[src/rtl/branch_ctrl.sv]
// ID-stage branch sequencer. It stalls an SB-type branch until its forwarded operands are valid, then redirects the PC.
// Defining BRANCH_CTRL_PERF_EN adds branch, taken-branch and stall performance counters.
module branch_ctrl #(
    parameter int XLEN    = 32,
    parameter int STALL_W = 2
) (
    input  logic            clk,
    input  logic            rst,
    input  logic [XLEN-1:0] id_inst,
    input  logic            id_valid,
    input  logic            hold_i,
    input  logic            branch_taken,
    input  logic [4:0]      ex_rd,
    input  logic            ex_reg_write,
    input  logic            ex_mem_read,
    input  logic [4:0]      mem_rd,
    input  logic            mem_mem_read,
    output logic            stall_o,
    output logic            bubble_o,
    output logic            pc_sel_o,
    output logic            flush_ifid_o,
`ifdef BRANCH_CTRL_PERF_EN
    output logic [31:0]     br_cnt_o,
    output logic [31:0]     taken_cnt_o,
    output logic [31:0]     stall_cnt_o,
`endif
    output logic            busy_o
);

    typedef enum logic {RUN = 1'b0, WAIT = 1'b1} state_t;

    state_t               state, state_n;
    logic [STALL_W-1:0]   cnt, cnt_n;
    logic [STALL_W-1:0]   need;
    logic [4:0]           rs1, rs2;
    logic                 is_br, ex_match, mem_match;
    logic                 unused_inst;

    assign is_br       = id_valid && (id_inst[6:0] == 7'b1100011);
    assign rs1         = id_inst[19:15];
    assign rs2         = id_inst[24:20];
    assign unused_inst = ^{id_inst[XLEN-1:25], id_inst[14:7]};
    assign ex_match    = (ex_rd != 5'd0) && ((ex_rd == rs1) || (ex_rd == rs2));
    assign mem_match   = (mem_rd != 5'd0) && ((mem_rd == rs1) || (mem_rd == rs2));

    always_comb begin
        need = '0;
        if (ex_mem_read && ex_match)
            need = STALL_W'(2);
        else if ((ex_reg_write && ex_match) || (mem_mem_read && mem_match))
            need = STALL_W'(1);
    end

    always_ff @(posedge clk) begin
        if (rst) begin
            state <= RUN;
            cnt   <= '0;
        end else begin
            state <= state_n;
            cnt   <= cnt_n;
        end
    end

    // The detecting RUN cycle is the first stall cycle, so WAIT covers the remaining need-1 cycles.
    always_comb begin
        state_n = state;
        cnt_n   = cnt;
        if (!hold_i) begin
            case (state)
                RUN: begin
                    if (is_br && (need != '0)) begin
                        cnt_n = need - STALL_W'(1);
                        if (need > STALL_W'(1))
                            state_n = WAIT;
                    end
                end
                WAIT: begin
                    cnt_n = cnt - STALL_W'(1);
                    if (cnt <= STALL_W'(1)) begin
                        state_n = RUN;
                        cnt_n   = '0;
                    end
                end
                default: state_n = RUN;
            endcase
        end
    end

    always_comb begin
        stall_o      = 1'b0;
        bubble_o     = 1'b0;
        pc_sel_o     = 1'b0;
        flush_ifid_o = 1'b0;
        busy_o       = 1'b0;
        if (!rst) begin
            case (state)
                RUN: begin
                    if (is_br) begin
                        if (need != '0) begin
                            stall_o  = 1'b1;
                            bubble_o = 1'b1;
                        end else begin
                            pc_sel_o     = branch_taken;
                            flush_ifid_o = branch_taken;
                        end
                    end
                end
                WAIT: begin
                    stall_o  = 1'b1;
                    bubble_o = 1'b1;
                    busy_o   = 1'b1;
                end
                default: ;
            endcase
            // A frozen pipeline keeps the stall request but must not redirect or inject bubbles.
            if (hold_i) begin
                bubble_o     = 1'b0;
                pc_sel_o     = 1'b0;
                flush_ifid_o = 1'b0;
            end
        end
    end

`ifdef BRANCH_CTRL_PERF_EN
    logic resolve;
    assign resolve = (state == RUN) && is_br && (need == '0);

    always_ff @(posedge clk) begin
        if (rst) begin
            br_cnt_o    <= '0;
            taken_cnt_o <= '0;
            stall_cnt_o <= '0;
        end else if (!hold_i) begin
            if (resolve)
                br_cnt_o <= br_cnt_o + 32'd1;
            if (resolve && branch_taken)
                taken_cnt_o <= taken_cnt_o + 32'd1;
            if (stall_o)
                stall_cnt_o <= stall_cnt_o + 32'd1;
        end
    end
`endif

endmodule

[config.mk]
export PLATFORM = sky130hd
export DESIGN_NAME = branch_ctrl
export DESIGN_NICKNAME = d
export VERILOG_FILES = /design/src/rtl/branch_ctrl.sv
export SDC_FILE = /design/constraint.sdc
export NUM_CORES = 1
export LEC_CHECK = 0
export ABC_AREA = 1
export BUFFER_PORTS_ARGS = -buffer_cell sky130_fd_sc_hd__buf_2
export CAP_MARGIN = 20
export CELL_PAD_IN_SITES_DETAIL_PLACEMENT = 0
export CELL_PAD_IN_SITES_GLOBAL_PLACEMENT = 1
export CORE_ASPECT_RATIO = 0.6
export CORE_MARGIN = 5
export CORE_UTILIZATION = 24
export CTS_BUF_LIST = sky130_fd_sc_hd__clkbuf_8
export CTS_CLUSTER_DIAMETER = 100
export DETAILED_ROUTE_END_ITERATION = 8
export GPL_TIMING_DRIVEN = 0
export HOLD_SLACK_MARGIN = 0.05
export PLACE_DENSITY_LB_ADDON = 0.1
export REMOVE_ABC_BUFFERS = 1
export SYNTH_ARGS = -nofsm -noshare
export SYNTH_HDL_FRONTEND = slang
export SYNTH_SLANG_ARGS = --single-unit
export TNS_END_PERCENT = 20
[constraint.sdc]
create_clock -name clk -period 5 [get_ports clk]
set_input_delay 1.5 -clock clk [delete_from_list [all_inputs] [get_ports clk]]
set_output_delay 1.5 -clock clk [all_outputs]
set_load 0.01 [all_outputs]
Word-level counts from Yosys, hierarchy flattened. Index checks and enable logic that the tools add are counted.

Output and inout bits: 5. Input port bits: 50. Logic and storage cells: 50. Flip-flop bits (word level): 3.

Bitwise logic cells: 2. Mux-type cells: 22. Eq/ne operators: 6. Reductions and logical operators: 14. Add/subtract/negate cells: 2. Order comparisons: 2.

Operator list (number): 5-bit == test (4); 1-bit two-way mux (16); 5-bit nonzero test (2); 7-bit == test (second input constant) (1); 1-bit logical AND (7); 2-bit two-way mux (3); 1-bit case mux with 2 select lines (2); 2-bit case mux with 2 select lines (1); 2-bit by 1-bit subtractor with 2-bit output (second input constant) (2); 1-bit logical OR (3); 2-bit by 1-bit > comparator with 1-bit output (second input constant) (1); 2-bit by 1-bit <= comparator with 1-bit output (second input constant) (1); 2-bit != test (second input constant) (1); 1-bit NOT (2); 2-bit AND reduction (1); 2-bit nonzero test (1).

Logic depth before layout (Yosys ltp). Gate-level depths: netlist of run 1.

Word-level depth: 13. Mapped depth: 14. Depth with buffers taken out: 14.

Worst setup path before layout of run 1. No wires, ideal clock.

Path type: input port to output port. From: input port id_inst[20]. To: output port pc_sel_o. Cell stages on the path: 12. Required time: 3.500 ns. Slack: 0.849 ns. Arrival: 2.651 ns. Cells stage by stage: nand2_1 -> clkinv_1 -> nor2_1 -> nor2_1 -> nand3_1 -> nand2_2 -> nand3_2 -> nand2_1 -> inv_2 -> nand2_4 -> nor3b_1 -> buf_4.

Longest elaborated chain between the ends: 13. Elaborated cells between the ends (all ways): 18.

Ends and longest elaborated chain: from (decl) (RTL line 9) `input logic [XLEN-1:0] id_inst,`; 5-bit == test, on equally long branches (RTL line 43, 44); 1-bit logical OR, on equally long branches (RTL line 43, 44); 1-bit logical AND, on equally long branches (RTL line 43, 44); 1-bit logical AND (RTL line 50) `else if ((ex_reg_write && ex_match) || (mem_mem_read && mem_match))`; 1-bit logical OR (RTL line 50); 1-bit two-way mux (RTL line 50); 2-bit two-way mux * (RTL line 48) `if (ex_mem_read && ex_match)`; 2-bit nonzero test * (RTL line 99) `if (need != '0) begin`; 1-bit two-way mux * (5 in a row); to (decl) (RTL line 20) `output logic pc_sel_o,`.

Every way passes the cells marked *; elsewhere a longest branch is shown, timed or not.

Worst setup path in the final report of run 1.
From: input port ex_rd[3]. To: output port bubble_o.

Longest elaborated chain between the ends: 13. Elaborated cells between the ends (all ways): 16.

Ends and longest elaborated chain: from (decl) (RTL line 13) `input logic [4:0] ex_rd,`; 5-bit == test (RTL line 43) `assign ex_match = (ex_rd != 5'd0) && ((ex_rd == rs1) || (ex_rd == rs2));`; 1-bit logical OR (RTL line 43); 1-bit logical AND * (RTL line 43); 1-bit logical AND (RTL line 50); 1-bit logical OR (RTL line 50); 1-bit two-way mux (RTL line 50); 2-bit two-way mux * (RTL line 48); 2-bit nonzero test * (RTL line 99); 1-bit two-way mux * (RTL line 99); 1-bit two-way mux * (RTL line 98) `if (is_br) begin`; 1-bit case mux with 2 select lines * (RTL line 96) `case (state)`; 1-bit two-way mux * (RTL line 116) `if (hold_i) begin`; 1-bit two-way mux * (RTL line 95) `if (!rst) begin`; to (decl) (RTL line 19) `output logic bubble_o,`.

Marks and branches as above.

==> results of run 1 <==
==> cell type report <==
class	count	area [sq um]
sequential	3	60.1
tap	32	40.0
multi-input combinational	89	448
timing repair buffer	39	195
clock buffer	3	41.3
inverter	26	97.6
fill	285	1580
clock inverter	1	3.75
==> cells in the final DEF (no fill, tap or decap), drive strengths merged, types with 2 or more instances in the layout <==
cell type	synthesis	routed
nand3	11	11
xnor2	4	4
buf	1	39
nand2	40	40
dfxtp	3	3
a21oi	3	3
clkbuf	0	3
inv	25	26
xor2	6	6
nor2	18	18
o21ai	2	2
==> report_power, final <==
part / leakage (nW) / internal, W / total (W) / switching, W
registers: 0.0241 / 0.0000241 / 0.0000241 / 0.00000000699
logic: 0.493 / 0.0000218 / 0.0000493 / 0.0000274
clock network: 0.0269 / 0.0000523 / 0.0000682 / 0.0000160
total: 0.544 / 0.0000982 / 0.000142 / 0.0000434
==> worst register-to-register path, stage by stage, from the launching register on <==
cell,delay [ns]
dfxtp_1,0.39
inv_1,0.09
nand2_1,0.09
inv_2,0.05
nand2_4,0.10
nand3_4,0.09
nor2_1,0.10
nor2_1,0.05
==> stage by stage <==
step / hold WS [ns] / cell area [sq um]
6_report: 0.542 / 886
2_1_floorplan: 0.462 / 606
5_1_grt: 0.577 / 886
4_1_cts: 0.531 / 886
3_3_place_gp: 0.529 / 841
3_5_place_dp: 0.526 / 841
==> how the worst max path moves through the flow <==
| stage | endpoint | slack (ns) | cells past startpoint | from |
|---|---|---|---|---|
| 2_1_floorplan | flush_ifid_o | 0.90 | 11 | id_inst[20] |
| 3_3_place_gp | flush_ifid_o | 0.82 | 11 | mem_rd[0] |
| 3_5_place_dp | bubble_o | 0.79 | 11 | ex_rd[3] |
| 4_1_cts | bubble_o | 0.79 | 14 | id_inst[19] |
| 5_1_grt | bubble_o | 0.62 | 14 | id_inst[19] |
| 6_report | bubble_o | 0.79 | 11 | ex_rd[3] |
==> metal layers <==
| metal | wire (microns) | vias up | part of all wire, % |
|---|---|---|---|
| met5 | 0 | - | 0 |
| met4 | 0 | 0 | 0 |
| met3 | 175 | 0 | 8.8 |
| met2 | 697 | 26 | 35 |
| met1 | 1110 | 336 | 56 |
| li1 | - | 439 | - |
==> cell families after synthesis <==
| logic type | after synthesis |
|---|---|
| compound gates | 6 |
| xor+xnor | 10 |
| buf+inv | 27 |
| flops | 3 |
| simple gates | 73 |
==> registers in the layout (all words and copies together), names as in the netlist <==
register and flops:
cnt 2, state 1
==> PnR_summary.wiki, run 1 <==
{| class="wikitable"
! Metric !! Value
|-
| Weighted congestion reported at the end of routability-driven placement || between 0.7 and 0.8
|-
| # nets final || 212
|-
| Number of port buffers || 39
|-
| Met2 routing resource usage after global routing || between 10% and 20%
|-
| Synth area leader || nand2_1
|-
| Largest net degree at the start of global routing || 6
|-
| Setup crit start kind || input port
|-
| Depth of the worst register-to-register path || 7
|-
| Post-Synth Simple-Gate Area || between 50% and 60%
|-
| Dominant cells by area after synthesis || nand2_1 (23%), inv_1 (12%), nor2_1 (11%), dfxtp_1 (9.8%), xor2_1 (8.6%)
|-
| Via count of the first global-routing pass || 689
|-
| Synthesis Warnings || 0
|-
| Worst-case headroom to the max-slew limit || around three quarters
|-
| Post-CTS setup-driven buffer insertion count || 0
|-
| Power per cell area || 160 nW/um^2
|-
| Number of cells produced by synthesis || 119
|-
| Kind of path behind the tightest hold check || register to register
|-
| Share of the synthesized area in the top cell type || a little under a quarter
|-
| Ant diodes || 0
|-
| Share of the clock period used by the worst path || 84.1%
|-
| Synthesized area per cell || approximately 5.2 sq um
|-
| Root buf cell || clkbuf_8
|-
| Final Routed Wirelength || approximately 2000 microns
|-
| Worst r2r dst || cnt[1]$_SDFFE_PP0P_
|-
| Largest family of logic cells by synthesized area || simple AND/OR/NAND/NOR gates
|-
| CTS tree || done
|-
| Detailed-route via count || 801
|-
| Number of flops mapped to enable cells by yosys || 0
|-
| Type of the worst setup path || input port to primary output
|-
| Fraction of final layout cells with drive strength greater than 1 || 32.9%
|-
| Unique cell type count in the Yosys netlist || 21
|-
| Hold endpoint || state$_SDFFE_PP0N_
|-
| Most numerous cell in the Yosys netlist || nand2_1
|-
| Area fraction in compound gates after synthesis || under 10%
|-
| Arrival time of data at the critical path endpoint || between 2 and 3 ns
|-
| Slack of the worst reg-to-reg path || 3.92 ns
|-
| Residual DRC || 0
|-
| Worst Path Buf+Inv || 3
|-
| Worst skew pair latency || 0.22 ns
|-
| Cells on Worst Hold Path || 1
|-
| Buffers from clock root to sink, at most || 2
|-
| TritonCTS buffer count || 3
|-
| Hold Violations, Final || 0
|-
| Number of top-level pins || 55
|-
| Area added between synthesis and finish || 44.5%
|-
| Leading post-synthesis cells by instance count || nand2_1 (37), inv_1 (19), nor2_1 (18)
|-
| Initial Util || between 20% and 30%
|-
| Total of flip-flops plus latches after synthesis || 3
|-
| Largest fanout on the critical path || 5
|-
| Antenna violation net count after detailed routing || 0
|-
| Number of pins exceeding their max-slew limit in the final report || 0
|-
| Highest achievable clock rate || 238 MHz
|-
| Number of antenna violations at the first check in global routing || 0
|-
| Area of the core || between 2000 and 2500 sq um
|-
| WP data required || approximately 3.5 ns
|-
| Synthesized-area fraction occupied by adder cells || 0%
|-
| Proportion of synthesized chip area in sequential cells || around a tenth
|-
| Fraction of met3 tracks used by global routing || under 10%
|-
| Asr flop ratio synth || 0%
|-
| Largest incremental delay on the critical path || around 0.23 ns
|-
| Average vias per placed instance || around 4.2
|-
| Family of cells with the greatest summed delay on the critical path || simple AND/OR/NAND/NOR gates
|-
| CTS-repair resized insts || 0
|-
| Global-route wire length before repair || approximately 3100 microns
|-
| Critical Path Most Common Cell || buf_2
|-
| Post-Place Setup Slack || ~0.79 ns
|-
| Worst IR Drop VDD || between 0.04 and 0.05 mV
|-
| Chip Height || 49.2 microns
|-
| Count of hold-fix buffers inserted at cts || 0
|-
| Multiplexer share of the synthesized area || 0%
|-
| Run status || complete, no violations
|-
| Number of rows created at floorplan || 14
|-
| Total half-perimeter wirelength after legalization and detailed placement || about 1800 microns
|-
| Post-synth top flop || dfxtp_1
|-
| Number of endpoints failing setup at the final stage || 0
|-
| Final standard cell utilization of the core || 35.9%
|-
| All-layer global routing usage || between 10% and 20%
|-
| Busiest grt layer || met1
|-
| Routed wire per std cell || about 10 microns
|-
| Least setup slack across all paths after layout || between 0.7 and 0.8 ns
|-
| Number of standard cells in the layout, taps in and fillers out || roughly 190
|-
| Max-cap check violation count || 0
|-
| Die footprint || ~3700 sq um
|-
| Setup repair after global routing missed its margin || false
|-
| Clock tree sinks || 3
|-
| Transition time at the pin with the least slew margin || approximately 0.40 ns
|-
| Summed instance area of the synthesized netlist || approximately 610 sq um
|-
| Synth Area in XOR/XNOR || 14.3%
|-
| Max stage delay cell, worst path || xnor2_1
|-
| Cell-by-cell listing of the critical path || buf_2 -> xnor2_1 -> nand3_1 -> nand2_2 -> nand3_2 -> nand2_1 -> inv_2 -> nand2_4 -> nand3_4 -> nor2_1 -> buf_2
|-
| Post-route clock skew || 0.00133 ns
|-
| Minimum clock period after layout || 4.21 ns
|-
| Worst hold start || state$_SDFFE_PP0N_
|-
| Static leakage power || around 0.54 nW
|-
| Total number of H-tree levels || 1
|-
| Global-route met1 utilization || 19.0%
|-
| First-pass DRT Iterations || 4
|-
| Sum of negative setup slack || 0 ns
|-
| # placed instances || roughly 190
|-
| Type of element capturing the critical path || primary output
|-
| Clock transition at the registers of the reported paths || approximately 0.030 ns
|-
| Worst reg2reg startpoint || state$_SDFFE_PP0N_
|-
| Aggregate global routing overflow || 0
|-
| DRC marker count from the first detailed-route iteration || 26
|-
| Total power || 0.000142 W
|-
| Die width || 75.3 microns
|}
No activity file was read; power rests on OpenSTA's default activity.
==> run 2, diff against run 1 <==
Settings changed: CORE_UTILIZATION 24 to 22.
Clock period 5 ns to 4.25 ns, I/O delays scaled along.
==> PnR_summary.wiki, run 2 (same netlist as run 1, synthesis figures left out) <==
{| class="wikitable"
! Metric !! Value
|-
| Buffers from clock root to sink, at most || 2 (unchanged)
|-
| CTS tree || done
|-
| Internal portion of total power || 0.000116 W (+18%)
|-
| Share of power burned in registers || 17.0% (about the same)
|-
| Worst skew pair latency || 0.22 ns (about the same)
|-
| Count of hold-fix buffers inserted at cts || 0 (unchanged)
|-
| Weighted congestion reported at the end of routability-driven placement || 0.756 (+2.5%)
|-
| Worst IR Drop VDD || 0.0761 mV (+80%)
|-
| Setup crit start kind || input port
|-
| Hold Violations, Final || 0 (unchanged)
|-
| CTS-repair resized insts || 0 (unchanged)
|-
| Static leakage power || 0.544 nW (unchanged)
|-
| Setup repair after global routing missed its margin || false
|-
| Sw Ratio || 30.6% (about the same)
|-
| Total half-perimeter wirelength after legalization and detailed placement || 1820 microns (+0.83%)
|-
| Routed wire per std cell || 10.7 microns (+3.7%)
|-
| Number of port buffers || 39 (unchanged)
|-
| Cell-by-cell listing of the critical path || buf_2 -> inv_1 -> nand2_1 -> nand2_1 -> nor2_1 -> nand3_1 -> nand2_2 -> nand3_2 -> nand2_1 -> inv_2 -> nand2_4 -> nand3_4 -> nor2_1 -> buf_2
|-
| Final Routed Wirelength || 2060 microns (+3.7%)
|-
| Worst Path Buf+Inv || 4 (+1)
|-
| Global-route wire length before repair || 3450 microns (+11%)
|-
| Total number of H-tree levels || 1 (unchanged)
|-
| Psw || 0.0000510 W (+18%)
|-
| Fraction of final layout cells with drive strength greater than 1 || 32.9% (unchanged)
|-
| Biggest regs || cnt: 2 flops, state: 1 flops
|-
| Transition time at the pin with the least slew margin || 0.410 ns (+0.0124 ns)
|-
| Sum of negative setup slack || 0 ns (unchanged)
|-
| WP data required || 2.97 ns (-0.53 ns)
|-
| Root buf cell || clkbuf_8
|-
| Kind of path behind the tightest hold check || register to register
|-
| Number of rows created at floorplan || 14 (unchanged)
|-
| Ant diodes || 0 (unchanged)
|-
| All-layer global routing usage || 10.9% (+0.25 points)
|-
| Number of antenna violations at the first check in global routing || 0 (unchanged)
|-
| Total power || 0.000167 W (+18%)
|-
| Aggregate global routing overflow || 0 (unchanged)
|-
| First-pass DRT Iterations || 4 (unchanged)
|-
| Clock network power share || 48.2% (about the same)
|-
| Number of endpoints failing setup at the final stage || 0 (unchanged)
|-
| Arrival time of data at the critical path endpoint || 2.45 ns (-0.26 ns)
|-
| Die width || 78.2 microns (+3.9%)
|-
| Type of the worst setup path || input port to primary output
|-
| Largest net degree at the start of global routing || 6 (unchanged)
|-
| Most common cell after layout, fill and taps aside || buf_2
|-
| Cell area after placement || 841 sq um (unchanged)
|-
| Clock tree sinks || 3 (unchanged)
|-
| Max stage delay cell, worst path || buf_2
|-
| Area of the core || 2590 sq um (+5.0%)
|-
| Largest Register || cnt
|-
| Largest incremental delay on the critical path || 0.13 ns (-0.10 ns)
|-
| # nets final || 212 (unchanged)
|-
| Post-CTS setup-driven buffer insertion count || 0 (unchanged)
|-
| Type of element capturing the critical path || primary output
|-
| Run status || complete, no violations
|-
| Total non-filler cell area in the finished layout || 886 sq um (unchanged)
|-
| Max reg flops || 2 (unchanged)
|-
| Area added between synthesis and finish || 44.5% (unchanged)
|-
| Family of cells with the greatest summed delay on the critical path || simple AND/OR/NAND/NOR gates
|-
| Largest fanout on the critical path || 5 (unchanged)
|-
| Number of standard cells in the layout, taps in and fillers out || 193 (unchanged)
|-
| Post-route clock skew || 0.00296 ns (+0.00162 ns)
|-
| Number of top-level pins || 55 (unchanged)
|-
| TritonCTS buffer count || 3 (unchanged)
|-
| Max-cap check violation count || 0 (unchanged)
|-
| Clock transition at the registers of the reported paths || 0.03 ns (about the same)
|-
| Via count of the first global-routing pass || 778 (+13%)
|-
| Minimum clock period after layout || approximately 3.7 ns
|-
| DRC marker count from the first detailed-route iteration || 54 (+110%)
|-
| Antenna violation net count after detailed routing || 0 (unchanged)
|-
| Worst-case headroom to the max-slew limit || 72.4% (-0.84 points)
|-
| # placed instances || 189 (unchanged)
|-
| Initial Util || 23.6% (-1.2 points)
|-
| Power per cell area || 188 nW/um^2 (+18%)
|-
| Critical Path Most Common Cell || nand2_1
|-
| Highest achievable clock rate || ~270 MHz
|-
| Die footprint || 3980 sq um (+7.5%)
|-
| Share of the clock period used by the worst path || between 80% and 90%
|-
| Average vias per placed instance || 4.15 (unchanged)
|-
| Residual DRC || 0 (unchanged)
|-
| Relative contribution of combinational cells to total power || 34.8% (about the same)
|-
| Most frequent cells in the layout || buf_2 (39), nand2_1 (37), inv_1 (20)
|-
| Number of pins exceeding their max-slew limit in the final report || 0 (unchanged)
|-
| Detailed-route via count || 801 (unchanged)
|-
| Chip Height || 50.9 microns (+3.5%)
|-
| Fillers || 308 (+8.1%)
|}
==> run 2: cell counts in the layout (fill, tap and decap cells not counted) <==
No cell type changed its count.
==> run 2: area by class of cell <==
cell class | instances | area, sq um | area share (%)
timing repair buffer | 39 | 195 | 22.0
clock inverter | 1 | 3.75 | 0.424
clock buffer | 3 | 41.3 | 4.66
sequential | 3 | 60.1 | 6.78
multi-input combinational | 89 | 448 | 50.6
inverter | 26 | 97.6 | 11.0
tap | 32 | 40.0 | 4.52
==> run 2: per-layer routing <==
metal / track usage, % / routed length [microns]
met5: 0 / 0
met2: 13.9 / 715
met1: 17.7 / 1210
met3: 1.75 / 96
met4: 3.49 / 34
==> run 2: final timing paths <==
path,from,endpoint,slack [ns],depth (start not counted)
setup reg to reg,state$_SDFFE_PP0N_,cnt[0]$_SDFFE_PP0P_,3.18,7
setup / recovery,id_inst[19],bubble_o,0.52,14
hold / removal,state$_SDFFE_PP0N_,state$_SDFFE_PP0N_,0.52,1
hold reg to reg,state$_SDFFE_PP0N_,state$_SDFFE_PP0N_,0.52,1
==> run 2: worst register-to-register path, delay by kind of cell, from the launching register on <==
kind	cells	cell delay, ns
buf+inv	2	0.15
simple gates	5	0.43
flops	1	0.38
==> run 2: power by group through the flow <==
stage               Combinational, W  Sequential, W  Clock [W]
floorplan                  0.0000291      0.0000288          0
global placement           0.0000576      0.0000288          0
detailed placement         0.0000580      0.0000288          0
CTS                        0.0000583      0.0000284  0.0000825
global route               0.0000661      0.0000283  0.0000888
finish                     0.0000580      0.0000284  0.0000802
==> run 2: per-stage QoR <==
stage	worst slack (ns)	util, %	hold slack [ns]
floorplan	0.595	-	0.462
global placement	0.517	32.4	0.532
detailed placement	0.518	32.4	0.517
CTS	0.506	34.2	0.517
global route	0.345	34.2	0.549
finish	0.522	34.2	0.525
==> run 3, diff against run 2 <==
Settings changed: MAX_ROUTING_LAYER set to met4, REMOVE_ABC_BUFFERS 1 to unset.
==> PnR_summary.wiki, run 3 (same netlist as run 1, synthesis figures left out) <==
{| class="wikitable"
! Metric !! Value
|-
| Weighted congestion reported at the end of routability-driven placement || 0.778 (+2.9%)
|-
| CTS-repair resized insts || 0 (unchanged)
|-
| Kind of path behind the tightest hold check || register to register
|-
| Transition time at the pin with the least slew margin || 0.444 ns (+0.0337 ns)
|-
| Post-route clock skew || 0.00213 ns (-0.000826 ns)
|-
| Global-route met1 utilization || 17.6% (-0.10 points)
|-
| WP data required || 2.97 ns (about the same)
|-
| Number of rows created at floorplan || 14 (unchanged)
|-
| Post-CTS setup-driven buffer insertion count || 0 (unchanged)
|-
| Initial Util || 23.6% (unchanged)
|-
| Largest net degree at the start of global routing || 6 (unchanged)
|-
| Cell-by-cell listing of the critical path || buf_2 -> nand2_1 -> clkinv_1 -> nor2_1 -> nor2_1 -> nand3_1 -> nand2_2 -> nand3_2 -> nand2_1 -> inv_2 -> nand2_4 -> nor3b_1 -> buf_4 -> buf_2
|-
| CTS tree || done
|-
| Area added between synthesis and finish || 45.7%
|-
| Count of hold-fix buffers inserted at cts || 0 (unchanged)
|-
| Number of nets in the synthesized netlist || between 150 and 200
|-
| Residual DRC || 0 (unchanged)
|-
| Biggest regs || cnt: 2 flops, state: 1 flops
|-
| Total number of H-tree levels || 1 (unchanged)
|-
| Average vias per placed instance || 3.98 (-4.0%)
|-
| Worst reg2reg startpoint || state$_SDFFE_PP0N_
|-
| Buffers from clock root to sink, at most || 2 (unchanged)
|-
| Highest achievable clock rate || 256 MHz (-4.5%)
|-
| Power per cell area || 186 nW/um^2 (-0.89%)
|-
| Largest fanout on the critical path || 5 (unchanged)
|-
| First-pass DRT Iterations || 4 (unchanged)
|-
| Max-cap check violation count || 0 (unchanged)
|-
| Global-route wire length before repair || 3190 microns (-7.4%)
|-
| Worst Path Buf+Inv || 5 (+1)
|-
| Detailed-route via count || 773 (-3.5%)
|-
| Relative contribution of combinational cells to total power || 34.6% (-0.2 points)
|-
| Minimum clock period after layout || 3.91 ns (+0.177 ns)
|-
| Hold Violations, Final || 0 (unchanged)
|-
| Root buf cell || clkbuf_8
|-
| Depth of the worst register-to-register path || 7 (unchanged)
|-
| Share of power burned in registers || 17.1% (about the same)
|-
| # nets final || 213 (+0.47%)
|-
| Max reg flops || 2 (unchanged)
|-
| Ant diodes || 0 (unchanged)
|-
| Setup repair after global routing missed its margin || false
|-
| Clock tree sinks || 3 (unchanged)
|-
| Antenna violation net count after detailed routing || 0 (unchanged)
|-
| Family of cells with the greatest summed delay on the critical path || simple AND/OR/NAND/NOR gates
|-
| Worst skew pair latency || 0.22 ns (about the same)
|-
| Number of port buffers || 39 (unchanged)
|-
| Hold endpoint || state$_SDFFE_PP0N_
|-
| Slack of the worst reg-to-reg path || 3.21 ns (+0.03 ns)
|-
| Chip Height || 50.9 microns (unchanged)
|-
| Setup crit start kind || input port
|-
| Met2 routing resource usage after global routing || 11.1% (-2.8 points)
|-
| Cells on Worst Hold Path || 1 (unchanged)
|-
| DRC marker count from the first detailed-route iteration || 36 (-33%)
|-
| Worst IR Drop VDD || 0.0801 mV (+5.2%)
|-
| Final Routed Wirelength || 1960 microns (-4.6%)
|-
| Fraction of final layout cells with drive strength greater than 1 || 33.3% (+0.41 points)
|-
| Die width || 78.2 microns (unchanged)
|-
| Worst hold start || state$_SDFFE_PP0N_
|-
| Busiest grt layer || met1
|-
| Psw || 0.0000510 W (-0.17%)
|-
| Total half-perimeter wirelength after legalization and detailed placement || 1780 microns (-2.2%)
|-
| Number of pins exceeding their max-slew limit in the final report || 0 (unchanged)
|-
| Most frequent cells in the layout || buf_2 (39), nand2_1 (37), inv_1 (20)
|-
| Share of the clock period used by the worst path || 91.9% (+4.2 points)
|-
| Number of endpoints failing setup at the final stage || 0 (unchanged)
|-
| Sw Ratio || 30.6% (-0.037 points)
|-
| Most common cell after layout, fill and taps aside || buf_2
|-
| Worst-case headroom to the max-slew limit || 70.2% (-2.3 points)
|-
| Run status || complete, no violations
|-
| Static leakage power || 0.550 nW (+1.0%)
|-
| Routed wire per std cell || 10.1 microns (-5.1%)
|-
| Type of the worst setup path || input port to primary output
|-
| Fraction of met3 tracks used by global routing || 2.11% (+0.35 points)
|-
| Fillers || 305 (-0.97%)
|-
| Internal portion of total power || 0.000116 W (about the same)
|-
| All-layer global routing usage || 10.5% (-0.40 points)
|-
| Max stage delay cell, worst path || nor3b_1
|-
| Number of top-level pins || 55 (unchanged)
|-
| Number of antenna violations at the first check in global routing || 0 (unchanged)
|-
| Clock network power share || 48.3% (about the same)
|-
| Die footprint || 3980 sq um (unchanged)
|-
| Total power || 0.000167 W (about the same)
|-
| Via count of the first global-routing pass || 682 (-12%)
|-
| Area of the core || 2590 sq um (unchanged)
|-
| Worst r2r dst || cnt[0]$_SDFFE_PP0P_
|-
| TritonCTS buffer count || 3 (unchanged)
|-
| Largest Register || cnt
|-
| Sum of negative setup slack || 0 ns (unchanged)
|-
| Aggregate global routing overflow || 0 (unchanged)
|-
| Type of element capturing the critical path || primary output
|-
| Arrival time of data at the critical path endpoint || 2.63 ns (+0.18 ns)
|-
| Clock transition at the registers of the reported paths || 0.03 ns (about the same)
|-
| Largest incremental delay on the critical path || 0.27 ns (+0.14 ns)
|}
run 3: cell count changes in the layout (fill, tap and decap cells not counted), sizes merged:
cell,previous run,this run
buf,39,40
run 3: routing by layer:
layer / vias up / part of all wire (%)
met1: 305 / 62
met4: 0 / 0.41
met3: 2 / 5.9
met2: 26 / 32
met5: - / 0
li1: 440 / -
run 3: through the flow:
step / hold WS (ns) / cells / utilization [%] / area [sq um] / setup WS, ns
2_1_floorplan: 0.462 / 119 / - / 613 / 0.549
3_3_place_gp: 0.518 / 190 / 32.7 / 848 / 0.339
3_5_place_dp: 0.524 / 190 / 32.7 / 848 / 0.305
4_1_cts: 0.523 / 194 / 34.5 / 893 / 0.300
5_1_grt: 0.547 / 194 / 34.5 / 893 / 0.0654
6_report: 0.535 / 194 / 34.5 / 893 / 0.344
run 3: worst max path at each step:
stage | startpoint | cells past startpoint | end | slack, ns
finish | ex_rd[0] | 14 | pc_sel_o | 0.34
global route | ex_rd[0] | 14 | pc_sel_o | 0.07
CTS | ex_rd[0] | 14 | pc_sel_o | 0.30
detailed placement | ex_rd[0] | 14 | pc_sel_o | 0.31
global placement | mem_rd[0] | 12 | pc_sel_o | 0.34
floorplan | id_inst[20] | 12 | pc_sel_o | 0.55
run 3: worst register-to-register path, cell delays in order (launching register included):
cell,delay [ns]
dfxtp_1,0.38
inv_1,0.09
nand2_1,0.08
inv_2,0.05
nand2_4,0.09
nand3_4,0.09
nor2_1,0.10
nor2_1,0.05
run 3: layout make-up:
type / count / area, sq um / share of cell area, %
Tap cell: 32 / 40.0 / 4.48
Clock inverter: 1 / 3.75 / 0.420
Inverter: 26 / 97.6 / 10.9
Buffer: 1 / 7.51 / 0.840
Sequential cell: 3 / 60.1 / 6.72
Multi-Input combinational cell: 89 / 448 / 50.1
Timing Repair Buffer: 39 / 195 / 21.8
Clock buffer: 3 / 41.3 / 4.62
run 3: power by group through the flow:
stage	Sequential, W	Combinational [W]	Clock (W)
floorplan	0.0000288	0.0000291	0
global placement	0.0000288	0.0000573	0
detailed placement	0.0000288	0.0000578	0
CTS	0.0000284	0.0000580	0.0000829
global route	0.0000284	0.0000659	0.0000873
finish	0.0000284	0.0000577	0.0000804
